`src/rtl/spm_pkg.sv`:
```
// Shared types and default sizing for the serial-parallel multiplier and its controller.
package spm_pkg;

    typedef enum logic [1:0] {
        IDLE  = 2'd0,
        CLEAR = 2'd1,
        RUN   = 2'd2,
        DONE  = 2'd3
    } spm_state_t;

    localparam int SPM_WIDTH = 32;
    localparam int SPM_PLAT  = 1;

endpackage

```
`src/rtl/spm_deser.sv`:
```
// Serial-in shift register (LSB arrives first, enters at the MSB end) with a
// separate hold register that captures the assembled word on load.
module spm_deser #(
    parameter int N = 64
) (
    input  logic         clk,
    input  logic         rst_n,
    input  logic         shift_en,
    input  logic         din,
    input  logic         load,
    output logic [N-1:0] dout
);

    logic [N-1:0] pr_q, pr_d;
    logic [N-1:0] dout_q, dout_d;

    // load sees the post-shift word so the bit arriving on the load cycle is kept
    always_comb begin
        pr_d   = pr_q;
        dout_d = dout_q;
        if (shift_en) begin
            pr_d = {din, pr_q[N-1:1]};
        end
        if (load) begin
            dout_d = pr_d;
        end
    end

    always_ff @(posedge clk or negedge rst_n) begin
        if (!rst_n) begin
            pr_q   <= '0;
            dout_q <= '0;
        end else begin
            pr_q   <= pr_d;
            dout_q <= dout_d;
        end
    end

    assign dout = dout_q;

endmodule

```
`src/rtl/spm_ctrl.sv`:
```
// Sequencer for the serial-parallel multiplier: latches operands, streams the
// sign-extended multiplier LSB first and collects the serial product.
//
// state | meaning
// IDLE  | waiting for start; datapath held in clear
// CLEAR | one cycle of datapath clear, counter zeroed
// RUN   | 2*WIDTH+PLAT cycles of serial feed and product capture
// DONE  | one-cycle done pulse; p just loaded
module spm_ctrl
    import spm_pkg::*;
#(
    parameter int WIDTH = SPM_WIDTH,
    parameter int PLAT  = SPM_PLAT
) (
    input  logic               clk,
    input  logic               rst,
    input  logic               start,
    input  logic [WIDTH-1:0]   a,
    input  logic [WIDTH-1:0]   b,
    output logic               busy,
    output logic               done,
    output logic [2*WIDTH-1:0] p,
    output logic [WIDTH-1:0]   spm_x,
    output logic               spm_y,
    output logic               spm_clr,
    input  logic               spm_p
);

    localparam int NCYC = 2 * WIDTH + PLAT;
    localparam int CW   = $clog2(NCYC + 1);

    localparam logic [CW-1:0] CNT_LAST = CW'(NCYC - 1);
    localparam logic [CW-1:0] CNT_W    = CW'(WIDTH);
    localparam logic [CW-1:0] CNT_2W   = CW'(2 * WIDTH);
    localparam logic [CW:0]   PLAT_X   = (CW + 1)'(PLAT);

    spm_state_t       state_q, state_d;
    logic [CW-1:0]    cnt_q, cnt_d;
    logic [WIDTH-1:0] xr_q, xr_d;
    logic [WIDTH-1:0] yr_q, yr_d;
    logic [WIDTH-1:0] yr_sh;
    logic             shift_en;
    logic             load;

    always_comb begin
        state_d  = state_q;
        cnt_d    = cnt_q;
        xr_d     = xr_q;
        yr_d     = yr_q;
        busy     = 1'b0;
        done     = 1'b0;
        spm_clr  = 1'b0;
        spm_y    = 1'b0;
        shift_en = 1'b0;
        load     = 1'b0;
        yr_sh    = yr_q >> cnt_q;

        case (state_q)
            IDLE: begin
                spm_clr = 1'b1;
                if (start) begin
                    xr_d    = a;
                    yr_d    = b;
                    state_d = CLEAR;
                end
            end
            CLEAR: begin
                busy    = 1'b1;
                spm_clr = 1'b1;
                cnt_d   = '0;
                state_d = RUN;
            end
            RUN: begin
                busy = 1'b1;
                // low WIDTH counts send y itself, the next WIDTH its sign, then zeros
                if (cnt_q < CNT_W) begin
                    spm_y = yr_sh[0];
                end else if (cnt_q < CNT_2W) begin
                    spm_y = yr_q[WIDTH-1];
                end
                // the first PLAT counts only fill the datapath pipeline
                shift_en = ({1'b0, cnt_q} + (CW + 1)'(1)) > PLAT_X;
                if (cnt_q == CNT_LAST) begin
                    load    = 1'b1;
                    state_d = DONE;
                end else begin
                    cnt_d = cnt_q + CW'(1);
                end
            end
            DONE: begin
                done    = 1'b1;
                state_d = IDLE;
            end
            default: begin
                state_d = IDLE;
            end
        endcase
    end

    always_ff @(posedge clk or negedge rst) begin
        if (!rst) begin
            state_q <= IDLE;
            cnt_q   <= '0;
            xr_q    <= '0;
            yr_q    <= '0;
        end else begin
            state_q <= state_d;
            cnt_q   <= cnt_d;
            xr_q    <= xr_d;
            yr_q    <= yr_d;
        end
    end

    assign spm_x = xr_q;

    spm_deser #(
        .N(2 * WIDTH)
    ) u_deser (
        .clk      (clk),
        .rst_n    (rst),
        .shift_en (shift_en),
        .din      (spm_p),
        .load     (load),
        .dout     (p)
    );

endmodule

```
`config.mk`:
```
export PLATFORM = sky130hd
export DESIGN_NAME = spm_ctrl
export DESIGN_NICKNAME = d
export VERILOG_FILES = /design/src/rtl/spm_pkg.sv /design/src/rtl/spm_deser.sv /design/src/rtl/spm_ctrl.sv
export SDC_FILE = /design/constraint.sdc
export NUM_CORES = 1
export LEC_CHECK = 0
export BUFFER_PORTS_ARGS = -buffer_cell sky130_fd_sc_hd__buf_4
export CORE_ASPECT_RATIO = 2
export CORE_UTILIZATION = 38
export CTS_CLUSTER_DIAMETER = 80
export DETAILED_ROUTE_END_ITERATION = 8
export PLACE_DENSITY = 0.63
export RECOVER_POWER = 100
export SYNTH_ARGS = -nofsm -noshare
export SYNTH_HDL_FRONTEND = slang
export SYNTH_SLANG_ARGS = --single-unit
```
`constraint.sdc`:
```
create_clock -name clk -period 3.2 [get_ports clk]
set_input_delay 0.32 -clock clk [delete_from_list [all_inputs] [get_ports clk]]
set_output_delay 0.32 -clock clk [all_outputs]
set_load 0.05 [all_outputs]
```
==> flow_summary.json, run 1 <==
{
  "status": "finished, violations left",
  "violations_in_the_final_reports": "capacitance limit, slew limit",
  "grt_max_degree": 83,
  "kind_of_end_point_of_the_critical_path": "primary output",
  "grt_first_pass_wirelength_um": 27200,
  "power.clock.fraction_pct": 44.7,
  "ys_seq_area_share_pct": 62.2,
  "worst_hold_startpoint": "a[27]",
  "netlist_instances": 508,
  "overflow_after_grt": 0,
  "setup_total_negative_slack_ps": 0,
  "synth.distinct_cells": 36,
  "cap_viol_max_count": 1,
  "avgSynthCellArea_um2": 15.8,
  "synth_compound_gate_area_share_pct": 2.29,
  "cts_tree": "yes",
  "synthSimpleGateAreaFrac_pct": 1.93,
  "final_routed_drc_violation_total": 0,
  "ir_drop_v": 0.000376,
  "worst-setup-path-type": "reg2out",
  "wire_per_inst_um": 17.5,
  "worst_r2r_startpoint": "state_q[0]$_DFFE_PN0P_",
  "hold_class": "in2reg",
  "yosysTopAreaCell": "sky130_fd_sc_hd__dfrtp_1",
  "cellLeakagePower_uw": 0.00475,
  "final_net_count": 750,
  "post-route-period-util_pct": 87.8,
  "cts_buffer_depth": 2,
  "synth_xor_area_share_pct": 0.218,
  "buffer_ports.inserted": 167,
  "timing.critical_path.arrival_ps": 2490,
  "p_comb_share_pct": 3.0,
  "yosys_most_used_dff": "sky130_fd_sc_hd__dfrtp_1",
  "placeableCoreArea_um2": 20800,
  "synthesis.nets": 583,
  "routed_wirelength_um": 16800,
  "route.vias.total": 4697,
  "critPathRequiredTime_ps": 2880,
  "detailed_place_hpwl_um": 12000,
  "number_of_hold_violations_in_the_final_report": 0,
  "synth-seq-cells": 200,
  "fin_skew_ps": 7.77,
  "grt_pass1_vias": 5159,
  "starting_density_of_the_core_pct": 38.6,
  "finalMaxSlewViolations": 79,
  "synthTopCellsByArea": "sky130_fd_sc_hd__dfrtp_1 62%, sky130_fd_sc_hd__mux2_2 26%, sky130_fd_sc_hd__mux4_2 1.7%, sky130_fd_sc_hd__ha_1 1.1%, sky130_fd_sc_hd__buf_6 0.98%",
  "gp_congestion": 0.769,
  "slew_headroom_pct": -27.7,
  "dominant_combinational_cell_family_by_area_after_synthesis": "multiplexers",
  "timing.critical_path.fanout_max": 8,
  "full_die_area_um2": 21800,
  "rsz0062_at_grt": "false",
  "post_synth_most_frequent_cells": "200 x sky130_fd_sc_hd__dfrtp_1, 189 x sky130_fd_sc_hd__mux2_2, 11 x sky130_fd_sc_hd__buf_2",
  "chipHeight_um": 208,
  "worstSetupStartpointType": "flop",
  "grt_most_used_layer": "met2",
  "net-switching-power_uw": 1090,
  "area_growth_pct": 21.7,
  "critPathLaunch": "cnt_q[0]$_DFFE_PN0P_",
  "internal-power_uw": 3850,
  "layout_min_cycle_time_ps": 2810,
  "grt.met2_usage_pct": 30.3,
  "synth-edff-count": 0,
  "asyncSetResetFlopFracSynth_pct": 100,
  "powerDensity_nw_per_um2": 505,
  "finalSetupViolations": 0,
  "netlist.area_leader.share_pct": 62.2,
  "cts-buffers-inserted": 17,
  "post-synth-top-count-cell": "sky130_fd_sc_hd__dfrtp_1",
  "dr.first_iter.drc_count": 166,
  "met3_track_demand_over_resource_pct": 3.52,
  "maxClockFrequency_mhz": 356,
  "tightest_slew_ps": 1920,
  "mux_share_of_post_synthesis_cell_area_pct": 29.7,
  "cts.htree.levels": 4,
  "postRouteAntennaNets": 0,
  "seqPwrFrac_pct": 52.3,
  "clock_sinks": 200,
  "std_cell_rows": 75,
  "power_uw": 4940,
  "routed_via_density": 4.90,
  "grt_antenna_before_repair": 1,
  "layout-drive-gt1-share_pct": 44.5,
  "num_io_pins": 168,
  "groute.usage.overall_pct": 16.2,
  "clk_pin_slew_worst_paths_ps": 70,
  "floorplan.die.width_um": 105,
  "drt_pre_antenna_iters": 6,
  "synth.yosys.warnings": 0,
  "clk_latency_ps": 440,
  "filler_cell_count": 1924,
  "met1_use_gr_pct": 16.9,
  "synth_fa_ha_area_share_pct": 1.09,
  "cts-root-buf": "sky130_fd_sc_hd__clkbuf_16",
  "power.share.switching_pct": 22.0,
  "synth.cell_area_um2": 8040
}
## critical path: stages, from the launching register on
cell and delay (ps):
sky130_fd_sc_hd__dfrtp_1 560, sky130_fd_sc_hd__buf_4 240, sky130_fd_sc_hd__mux4_2 540, sky130_fd_sc_hd__mux2i_1 160, sky130_fd_sc_hd__o2111ai_1 130, sky130_fd_sc_hd__and3_1 190
sky130_fd_sc_hd__clkbuf_2 230
## per-layer routing
layer	vias up	routed length, um
li1	2150	-
met1	2438	6190
met3	18	564
met5	-	0
met4	0	273
met2	91	9780
## kinds of logic (layout without fill, tap and decap cells)
group                      Yosys count  after routing
DFF                                200            200
buffers and inverters               36            216
adders and majority gates            7              7
other                                0              1
AOI/OAI and AO/OA                   25             25
xor gates and xnor gates             2              2
and+or+nand+nor                     31             31
muxes                              207            207
## final timing paths
path                            depth (start not counted)                            to  slack [ps]
worst max register to register                          5         spm_x[21]$_DFFE_PN0P_         410
worst min-delay path                                    2         spm_x[27]$_DFFE_PN0P_         110
worst min register to register                          1          yr_q[22]$_DFFE_PN0P_         510
min in group asynchronous                               2  u_deser.dout[11]$_DFFE_PN0P_         930
max in group asynchronous                               3    u_deser.pr_q[14]$_DFF_PN0_         640
worst max-delay path                                    6                         spm_y         390
## power by group through the flow
stage	clock network, uW	registers [uW]	logic, uW
2_1_floorplan	0	2620	28.5
3_3_place_gp	0	2630	149
3_5_place_dp	0	2630	156
4_1_cts	2280	2580	157
5_1_grt	2380	2590	165
6_report	2210	2580	148
## flip-flops by register name (all words and copies together), names as in the netlist
register / flops
cnt_q: 7
spm_x: 32
state_q: 2
u_deser.dout: 64
u_deser.pr_q: 63
yr_q: 32
## area by class of cell
cell class              instances  area (um2)  area share (%)
multi-input cells             272        2840            29.0
clock buffers                  19         453            4.63
flip-flops and latches        200        5000            51.2
repair buffers                176         957            9.78
clock inverters                13         159            1.62
inverters                       8        30.0           0.307
well taps                     269         337            3.44
diodes                          1        2.50          0.0256
## what timing repair did
action	CTS	global route
buffers inserted	0	0
gates resized for setup	0	0
hold endpoints to repair	76	0
hold buffers	1	0
## through the flow
stage | cell area [um2] | hold slack, ps | setup slack, ps | cells | util, %
5_1_grt | 9780 | 88.4 | 176 | 958 | 47.0
3_5_place_dp | 9590 | 386 | 635 | 924 | 46.0
4_1_cts | 10200 | 82.1 | 406 | 957 | 49.0
6_report | 9780 | 106 | 390 | 958 | 47.0
2_1_floorplan | 8040 | 24.4 | 899 | 508 | -
3_3_place_gp | 9590 | 371 | 616 | 924 | 46.0
## cells in the final DEF (no fill, tap or decap), drive strengths merged, types with 2 or more instances in the layout
cell	netlist	layout
a21oi	2	2
a22oi	2	2
and3	3	3
buf	18	71
bufinv	0	2
clkbuf	10	123
clkinv	0	4
clkinvlp	0	2
dfrtp	200	200
ha	7	7
inv	8	13
mux2	194	194
mux2i	7	7
mux4	6	6
nand2	9	9
nand3	3	3
nor2	9	9
nor3b	2	2
nor4	3	3
o21ai	8	8
o22ai	3	3
xor2	2	2
(Power assumes the default switching activity.)
==> run 2, diff against run 1 <==
CORE_ASPECT_RATIO = 0.8   (was 2)
==> run 2 against run 1 <==
  * The flow now finishes without violations
  * Clock power is essentially flat
  * Sequential cell count is the same
  * Sequential share of layout area grew 0.11 points
  * Critical path type unchanged
  * Critical endpoint unchanged
  * Largest cell class unchanged
==> flow_summary.json, run 2 (synthesis results as in run 1) <==
{
  "status": "finished, final reports clean",
  "critPathBufInv": 2,
  "instance_area_at_placement_um2": 9580,
  "full_die_area_um2": 21800,
  "timing.critical_path.fanout_max": 12,
  "worst_path_slowest_cell": "sky130_fd_sc_hd__mux4_2",
  "rsz0062_at_grt": "false",
  "maxClockFrequency_mhz": 344,
  "starting_density_of_the_core_pct": 38.8,
  "ir_drop_v": 0.000233,
  "critPathRequiredTime_ps": 2880,
  "setup_ws_ps": 291,
  "clk_latency_ps": 430,
  "tightest_slew_ps": 1480,
  "drt_pre_antenna_iters": 4,
  "grt_antenna_before_repair": 0,
  "worst-setup-path-type": "reg2out",
  "largest_register_ff_count": 64,
  "min_delay_path_depth": 2,
  "routed_via_density": 4.83,
  "num_io_pins": 168,
  "grt_max_degree": 96,
  "power.share.switching_pct": 21.3,
  "clk_pin_slew_worst_paths_ps": 70,
  "timing.critical_path.arrival_ps": 2590,
  "groute.usage.overall_pct": 15.4,
  "number_of_hold_violations_in_the_final_report": 0,
  "fin_worst_hold_slack_ps": 115,
  "area_growth_pct": 21.4,
  "seqCellArea_um2": 5000,
  "gp_congestion": 0.752,
  "seqPwrFrac_pct": 52.6,
  "dr.first_iter.drc_count": 208,
  "buffer_ports.inserted": 167,
  "setup.reg_to_reg.worst_slack_ps": 370,
  "powerDensity_nw_per_um2": 503,
  "p_comb_share_pct": 3.0,
  "worstSetupStartpointType": "flop",
  "kind_of_end_point_of_the_critical_path": "primary output",
  "fin_skew_ps": 10.1,
  "power.clock.fraction_pct": 44.5,
  "route.vias.total": 4616,
  "worstPathCellList": "clkbuf_2, mux4_2, mux2i_1, o2111ai_1, and3_1, buf_4",
  "filler_cell_count": 1907,
  "grt_pass1_vias": 4984,
  "cellLeakagePower_uw": 0.00474,
  "std_cell_rows": 47,
  "post_cts_buffers": 0,
  "floorplan.die.width_um": 165,
  "placeableCoreArea_um2": 20700,
  "detailed_place_hpwl_um": 10700,
  "layout_common_cells": "200 x sky130_fd_sc_hd__dfrtp_1, 189 x sky130_fd_sc_hd__mux2_2, 100 x sky130_fd_sc_hd__clkbuf_1, 69 x sky130_fd_sc_hd__buf_4, 17 x sky130_fd_sc_hd__clkbuf_16",
  "finalSetupViolations": 0,
  "dp_slack_ps": 589,
  "chipHeight_um": 132,
  "finalMaxSlewViolations": 0,
  "placed_cells": 923,
  "slew_headroom_pct": 1.30,
  "cts_tree": "yes",
  "timing.critical_path.slowest_cell_delay_ps": 570,
  "routed_wirelength_um": 15700,
  "cts_buffer_depth": 2,
  "layout-drive-gt1-share_pct": 44.5,
  "timing.reg2reg.worst_path_depth": 7,
  "cts-buffers-inserted": 17,
  "postRouteAntennaNets": 0,
  "internal-power_uw": 3860,
  "final_routed_drc_violation_total": 0,
  "clock_sinks": 200,
  "finish.cell_count_without_fillers": 956,
  "grt_first_pass_wirelength_um": 26000,
  "final_common_cell": "sky130_fd_sc_hd__dfrtp_1",
  "wire_per_inst_um": 16.4,
  "layout_cell_area_excl_fill_um2": 9760,
  "diodes": 0,
  "hold_class": "in2reg",
  "worst_hold_startpoint": "a[3]",
  "cap_viol_max_count": 0,
  "setup_total_negative_slack_ps": 0,
  "cts.htree.levels": 4,
  "overflow_after_grt": 0,
  "worstHoldEndpoint": "spm_x[3]$_DFFE_PN0P_",
  "layout_min_cycle_time_ps": 2910,
  "crit_family": "multiplexers",
  "multiInputGateArea_um2": 2840,
  "worst_r2r_startpoint": "cnt_q[0]$_DFFE_PN0P_",
  "net-switching-power_uw": 1050,
  "final_net_count": 749,
  "cts-root-buf": "sky130_fd_sc_hd__clkbuf_16",
  "post-route-period-util_pct": 90.9,
  "r2r-end": "u_deser.dout[2]$_DFFE_PN0P_"
}
==> run 2: cell types whose count changed in the layout (fill, tap and decap cells not counted), sizes merged <==
cell and delta:
clkbuf +2, diode -1, clkinv -2, buf -1
==> run 2: what timing repair did <==
item,in CTS,in global routing
hold buffers,1,0
resized for setup,0,0
endpoints found under the hold margin,19,0
==> run 2: area by class of cell <==
type	instances	share of cell area, %
Sequential cell	200	51.3
Multi-Input combinational cell	272	29.1
Timing Repair Buffer	175	9.77
Clock buffer	21	4.82
Tap cell	269	3.45
Clock inverter	11	1.35
Inverter	8	0.308
==> run 2: power by group through the flow <==
stage	logic (uW)	clock network [uW]	registers (uW)
2_1_floorplan	28.5	0	2620
3_3_place_gp	149	0	2630
3_5_place_dp	156	0	2630
4_1_cts	157	2260	2580
5_1_grt	164	2360	2590
6_report	146	2180	2580
==> run 2: worst max-delay path by stage <==
stage                                    start                          to  slack, ps  cells after the start
final                     cnt_q[0]$_DFFE_PN0P_                       spm_y        290                      6
after global routing      cnt_q[0]$_DFFE_PN0P_                       spm_y        160                      6
after global placement    cnt_q[1]$_DFFE_PN0P_  u_deser.pr_q[49]$_DFF_PN0_        600                      7
after floorplan           cnt_q[0]$_DFFE_PN0P_  u_deser.pr_q[48]$_DFF_PN0_        900                      7
after CTS                 cnt_q[0]$_DFFE_PN0P_                       spm_y        440                      6
after detailed placement  cnt_q[1]$_DFFE_PN0P_  u_deser.pr_q[53]$_DFF_PN0_        590                      7
==> run 2: metal layers <==
layer	GRT usage [%]	part of all wire [%]
met4	5.05	1.6
met5	0	0
met3	3.90	3.7
met2	24.7	50
met1	20.3	44
==> run 2: metrics by stage <==
| stage | total power (uW) | utilization [%] |
|---|---|---|
| 3_3_place_gp | 2780 | 46.3 |
| 5_1_grt | 5110 | 47.2 |
| 6_report | 4910 | 47.2 |
| 4_1_cts | 4990 | 49.2 |
| 3_5_place_dp | 2790 | 46.3 |
| 2_1_floorplan | 2650 | - |
